===== config.mk =====
export PLATFORM = sky130hd
export DESIGN_NAME = jtopl_reg_chn
export DESIGN_NICKNAME = d
export VERILOG_FILES = /design/src/rtl/jtopl_reg_chn.sv
export SDC_FILE = /design/constraint.sdc
export NUM_CORES = 1
export LEC_CHECK = 0
export CAP_MARGIN = 20
export CORE_MARGIN = 2
export CORE_UTILIZATION = 50
export CTS_CLUSTER_SIZE = 10
export DETAILED_ROUTE_END_ITERATION = 12
export PLACE_DENSITY = 0.83
export SYNTH_ARGS = -nofsm -noshare
export SYNTH_HDL_FRONTEND = slang
export SYNTH_SLANG_ARGS = --single-unit

===== constraint.sdc =====
create_clock -name clk -period 6.01 [get_ports clk]
set_input_delay 1.803 -clock clk [delete_from_list [all_inputs] [get_ports clk]]
set_output_delay 1.803 -clock clk [all_outputs]
set_load 0.005 [all_outputs]

===== src/rtl/jtopl_reg_chn.sv =====
// Channel-config register rings for an OPL-style slot sequencer.
// Each group of channels keeps its config words in a small circular ring.
// The ring of the current group rotates one position per slot advance, so
// the head word always belongs to the channel being visited. Writes are held
// pending and folded into the ring when their channel reaches the head. A
// 6-bit rhythm CSR rotates alongside to flag rhythm key-on per slot.
module jtopl_reg_chn #(
    parameter int CHCSRW   = 10,
    parameter int NGRP     = 3,
    parameter int STAGES   = 3,
    parameter int OEN_SLOT = 11,
    localparam int NCH     = NGRP * STAGES,
    localparam int NSLOT   = 2 * NCH,
    localparam int CW      = $clog2(NCH),
    localparam int SW      = $clog2(NSLOT),
    localparam int GW      = $clog2(NGRP)
) (
    input  logic              clk,
    input  logic              rst,
    input  logic              cen,
    input  logic              rhy_en,
    input  logic [4:0]        rhy_kon,
    input  logic              wr_req,
    input  logic [CW-1:0]     wr_ch,
    input  logic [CHCSRW-1:0] wr_din,
    output logic              wr_busy,
    output logic              wr_ack,
    output logic [SW-1:0]     slot,
    output logic              zero,
    output logic [CW-1:0]     ch_idx,
    output logic [CHCSRW-1:0] chcfg,
    output logic              rhy_oen,
    output logic              rhyon_csr
);

    logic [SW-1:0]          slot_reg;
    logic [GW-1:0]          group;
    logic [NGRP*CHCSRW-1:0] heads;
    logic                   busy_reg;
    logic                   ack_reg;
    logic [CW-1:0]          pend_ch_reg;
    logic [CHCSRW-1:0]      pend_data_reg;
    logic [5:0]             rhy_csr_reg;
    logic                   rhy_oen_reg;
    logic                   commit;
    logic                   pend_bad;

    // Group and channel are pure functions of the slot count.
    always_comb begin
        group  = GW'(int'(slot_reg) % NGRP);
        ch_idx = CW'(int'(slot_reg) % NCH);
    end

    // A pending write lands when its channel sits at the ring head on a cen.
    // Since ch_idx mod NGRP equals the group, only the visited ring is affected.
    assign commit   = cen && busy_reg && (ch_idx == pend_ch_reg);
    assign pend_bad = int'(pend_ch_reg) >= NCH;

    // Slot counter, wrapping at NSLOT-1.
    always_ff @(posedge clk) begin
        if (rst) begin
            slot_reg <= '0;
        end else if (cen) begin
            slot_reg <= (slot_reg == SW'(NSLOT - 1)) ? '0 : slot_reg + 1'b1;
        end
    end

    generate
        for (genvar gi = 0; gi < NGRP; gi++) begin : g_ring
            logic [CHCSRW-1:0] words_reg [STAGES];

            assign heads[gi*CHCSRW +: CHCSRW] = words_reg[0];

            // Rotate this group's ring when it is visited; the tail takes
            // either the recirculated head or the committed write data.
            always_ff @(posedge clk) begin
                if (rst) begin
                    for (int i = 0; i < STAGES; i++) begin
                        words_reg[i] <= '0;
                    end
                end else if (cen && (group == GW'(gi))) begin
                    for (int i = 0; i < STAGES - 1; i++) begin
                        words_reg[i] <= words_reg[i+1];
                    end
                    words_reg[STAGES-1] <= commit ? pend_data_reg : words_reg[0];
                end
            end
        end
    endgenerate

    // Select the head word of the group being visited.
    always_comb begin
        chcfg = '0;
        for (int g = 0; g < NGRP; g++) begin
            if (group == GW'(g)) begin
                chcfg = heads[g*CHCSRW +: CHCSRW];
            end
        end
    end

    // Write capture and completion; out-of-range channels complete at once.
    always_ff @(posedge clk) begin
        if (rst) begin
            busy_reg      <= 1'b0;
            ack_reg       <= 1'b0;
            pend_ch_reg   <= '0;
            pend_data_reg <= '0;
        end else begin
            ack_reg <= 1'b0;
            if (!busy_reg) begin
                if (wr_req) begin
                    busy_reg      <= 1'b1;
                    pend_ch_reg   <= wr_ch;
                    pend_data_reg <= wr_din;
                end
            end else if (pend_bad || commit) begin
                busy_reg <= 1'b0;
                ack_reg  <= 1'b1;
            end
        end
    end

    // Rhythm CSR reload at frame end, rotation otherwise; operator enable.
    always_ff @(posedge clk) begin
        if (rst) begin
            rhy_csr_reg <= '0;
            rhy_oen_reg <= 1'b0;
        end else if (cen) begin
            if (slot_reg == SW'(NSLOT - 1)) begin
                rhy_csr_reg <= {rhy_kon[4], rhy_kon[0], rhy_kon[2],
                                rhy_kon[4], rhy_kon[3], rhy_kon[1]};
                rhy_oen_reg <= 1'b0;
            end else begin
                rhy_csr_reg <= {rhy_csr_reg[4:0], rhy_csr_reg[5]};
                if (slot_reg == SW'(OEN_SLOT)) begin
                    rhy_oen_reg <= rhy_en;
                end
            end
        end
    end

    assign slot      = slot_reg;
    assign zero      = (slot_reg == '0);
    assign wr_busy   = busy_reg;
    assign wr_ack    = ack_reg;
    assign rhy_oen   = rhy_oen_reg;
    assign rhyon_csr = rhy_csr_reg[5];

endmodule


==> qor.csv <==
metric,value,unit
status,"finished, violations left",
violated checks,negative setup slack,
CTS tree,yes,
routed length per instance,19.7,um
Setup CP Type,register to output port,
layout cells sized above 1,25.4,%
Post-Syn Area per Cell,11.4,um^2
Worst Clk Skew,0.00887,ns
Synth async-reset ratio,0,%
critical path startpoint category,register,
Routed Antenna Nets,0,
Peak supply drop,0.307,mV
IO Port Bufs,47,
Nets,699,
fillers,914,
final period utilization,103,%
area post-placement,7210,um^2
Pre-Repair DR Iteration Count,5,
Max-Cap Viols,0,
Mapped Nets,595,
CP cell instances,"inv_4, ha_4, and3b_2, o221ai_4, a211o_1, and2_4, inv_2, ha_4, or2_4, or4_4, and2_4, ha_4, nor2_1, o21a_1, o21a_4, a31oi_4, buf_6, a221o_1, a22o_1, buf_2",
Worst Setup End Kind,output port,
relative slew slack,39.7,%
FP Rows,41,
cts hold-fix bufs,0,
"FF+latch count, synth",118,
Hold WC Path Type,register to register,
Largest register FFs,90,
TritonCTS Buffers,17,
Critical Path AT,4.38,ns
grt total ovfl,0,
Hold Startpoint,rhy_csr_reg[3],
clock root buffer,clkbuf_16,
fin area,8150,um^2
CP max FO,4,
# clock sinks,118,
Final Hold Fails,0,
Vias per Instance,5.85,
drt drc,0,
number of distinct library cells after synthesis,68,
Yosys warning total,0,
Reg-to-Reg Start,slot[1],
GRT Total Usage,25.5,%
Worst Hold Margin,0.492,ns
hold path cells,2,
Core Area,12500,um^2
Synth area leader,edfxtp_1,
WL final,16600,um
worst reg2reg endpoint,g_ring[1].words_reg[0][7],
first-pass GRT wire length,26000,um
top post-synthesis cells by area,"edfxtp_1 (43%), dfxtp_1 (8.9%), mux2i_1 (6.0%)",
Placer Congestion,0.872,
cell mode on critical path,ha_4,
Synth top area share,42.8,%
CP max stage delay,0.52,ns
die height,116,um
diode count,0,
Post-Synthesis Cells,555,
"Seq/Total Area, Yosys",51.7,%
# H-tree levels,4,
Hold EP,rhy_csr_reg[3],
R2R setup slack,1.05,ns
"EDFF count, synth",90,
antenna violations before repair,0,
Clock Pin Slew Worst Setup and Hold Paths,0.06,ns
IO Count,48,
Leak,3.13,nW
Die ar.,13500,um^2
Power Density,286,nW/um^2
DP HPWL,9540,um
worst-margin pin slew,0.904,ns
pin count of the biggest net entering global routing,33,
minimum clock period,6.18,ns
slowest cell on the critical path,or4_4,
worst r2r path cells,23,
DIE WIDTH,116,um
Critical Path RT,4.21,ns
Final Max Slew Viols,0,
later-pin clock latency in the skew report,0.43,ns
Max Fclk,162,MHz
RSZ-0062 raised after global routing,yes,
final worst slack,-0.171,ns
synthesized cell area,6310,um^2
Area Overhead vs Synth,29.1,%
initial cell density of the core,50.6,%
routed via count,4938,
initial drt markers,442,
vias in the first global route,4953,
final core occ,65.4,%
Post-synth top flop,edfxtp_1,
clk buf depth,2,
Setup Viol. Count Final,10,
final cells by class:
cell class | count | area, um^2 | area share (%)
Sequential cell | 118 | 3270 | 40.1
Multi-Input combinational cell | 388 | 3020 | 37.0
Timing Repair Buffer | 116 | 988 | 12.1
Clock buffer | 21 | 504 | 6.19
Tap cell | 172 | 215 | 2.64
Clock inverter | 11 | 82.6 | 1.01
Inverter | 18 | 72.6 | 0.891
worst max path at each step:
stage	startpoint	endpoint	slack [ns]	cells past startpoint
6_report	slot[1]	chcfg[4]	-0.17	20
5_1_grt	slot[1]	chcfg[2]	-0.30	20
4_1_cts	slot[1]	chcfg[2]	-0.13	20
3_5_place_dp	slot[1]	chcfg[0]	-0.20	20
3_3_place_gp	slot[1]	chcfg[8]	-0.06	19
2_1_floorplan	slot[0]	chcfg[8]	0.008	19
kinds of logic after synthesis:
group	after synthesis	share of synthesized area (%)
compound gates	105	13.7
xor+xnor	11	1.53
fa+ha+maj	17	3.35
buf+inv	50	3.73
flops	118	51.7
mux	38	6.03
simple gates	216	19.9
cells in the final DEF (no fill, tap or decap), types with 4 or more instances in the layout:
master,count
edfxtp_1,90
buf_4,60
nand2_1,53
and2_1,41
mux2i_1,38
clkdlybuf4s50_1,37
nor2b_1,24
dfxtp_1,24
a21oi_1,22
and3_1,22
nor2_1,20
clkbuf_16,20
inv_1,14
nor3_2,11
a221o_1,10
ha_1,10
buf_2,10
a22o_1,9
buf_6,8
xnor2_1,6
nand2b_1,6
o221ai_1,6
a211oi_1,6
nand3_1,5
a21o_1,5
o21ai_0,5
xor2_1,5
ha_4,5
clkinvlp_4,5
o21a_1,4
nand4_1,4
inv_6,4
dfxtp_2,4
what timing repair did:
action,CTS,global route
gates resized for setup,75,11
setup endpoints to repair,10,10
pin swaps,28,17
hold endpoints to repair,0,0
cloned,1,0
buffers inserted,14,3
per-layer routing:
| layer | global-route usage (%) | vias up | share of wire [%] | wire, um |
|---|---|---|---|---|
| li1 | - | 2265 | - | - |
| met1 | 32.3 | 2398 | 41 | 6880 |
| met2 | 41.2 | 215 | 49 | 8150 |
| met3 | 6.49 | 60 | 5.8 | 970 |
| met4 | 11.9 | 0 | 3.7 | 618 |
| met5 | 0 | - | 0 | 0 |
cell usage after synthesis (all sizes together), types with 13 or more instances:
master / count
a21oi: 23
and3: 23
inv: 18
edfxtp: 90
nor3: 13
clkbuf: 18
dfxtp: 28
mux2i: 38
nor2: 20
nor2b: 24
and2: 43
ha: 16
buf: 14
nand2: 55
report_power, final:
group | total [mW] | internal (mW) | switching (mW)
logic | 0.354 | 0.159 | 0.195
registers | 0.979 | 0.945 | 0.0342
clock network | 0.999 | 0.604 | 0.395
metrics by stage:
stage / total power, mW / setup WS, ns / std cells / TNS, ns
5_1_grt: 2.41 / -0.305 / 844 / -2.44
3_5_place_dp: 1.31 / -0.201 / 791 / -1.72
4_1_cts: 2.32 / -0.133 / 838 / -0.948
2_1_floorplan: 1.17 / 0.00795 / 555 / 0
3_3_place_gp: 1.30 / -0.0640 / 791 / -0.422
6_report: 2.33 / -0.171 / 844 / -1.20
worst max-delay path, delay by kind of cell, from the launching register on:
kind                     cells  cell delay, ns
adder cells (fa/ha/maj)      3            0.45
AO/OA/AOI/OAI                7            1.33
flip-flops                   1            0.36
buffers and inverters        4            0.43
AND/OR/NAND/NOR              6            1.36
Note: power is estimated with default switching activity, not from simulation.
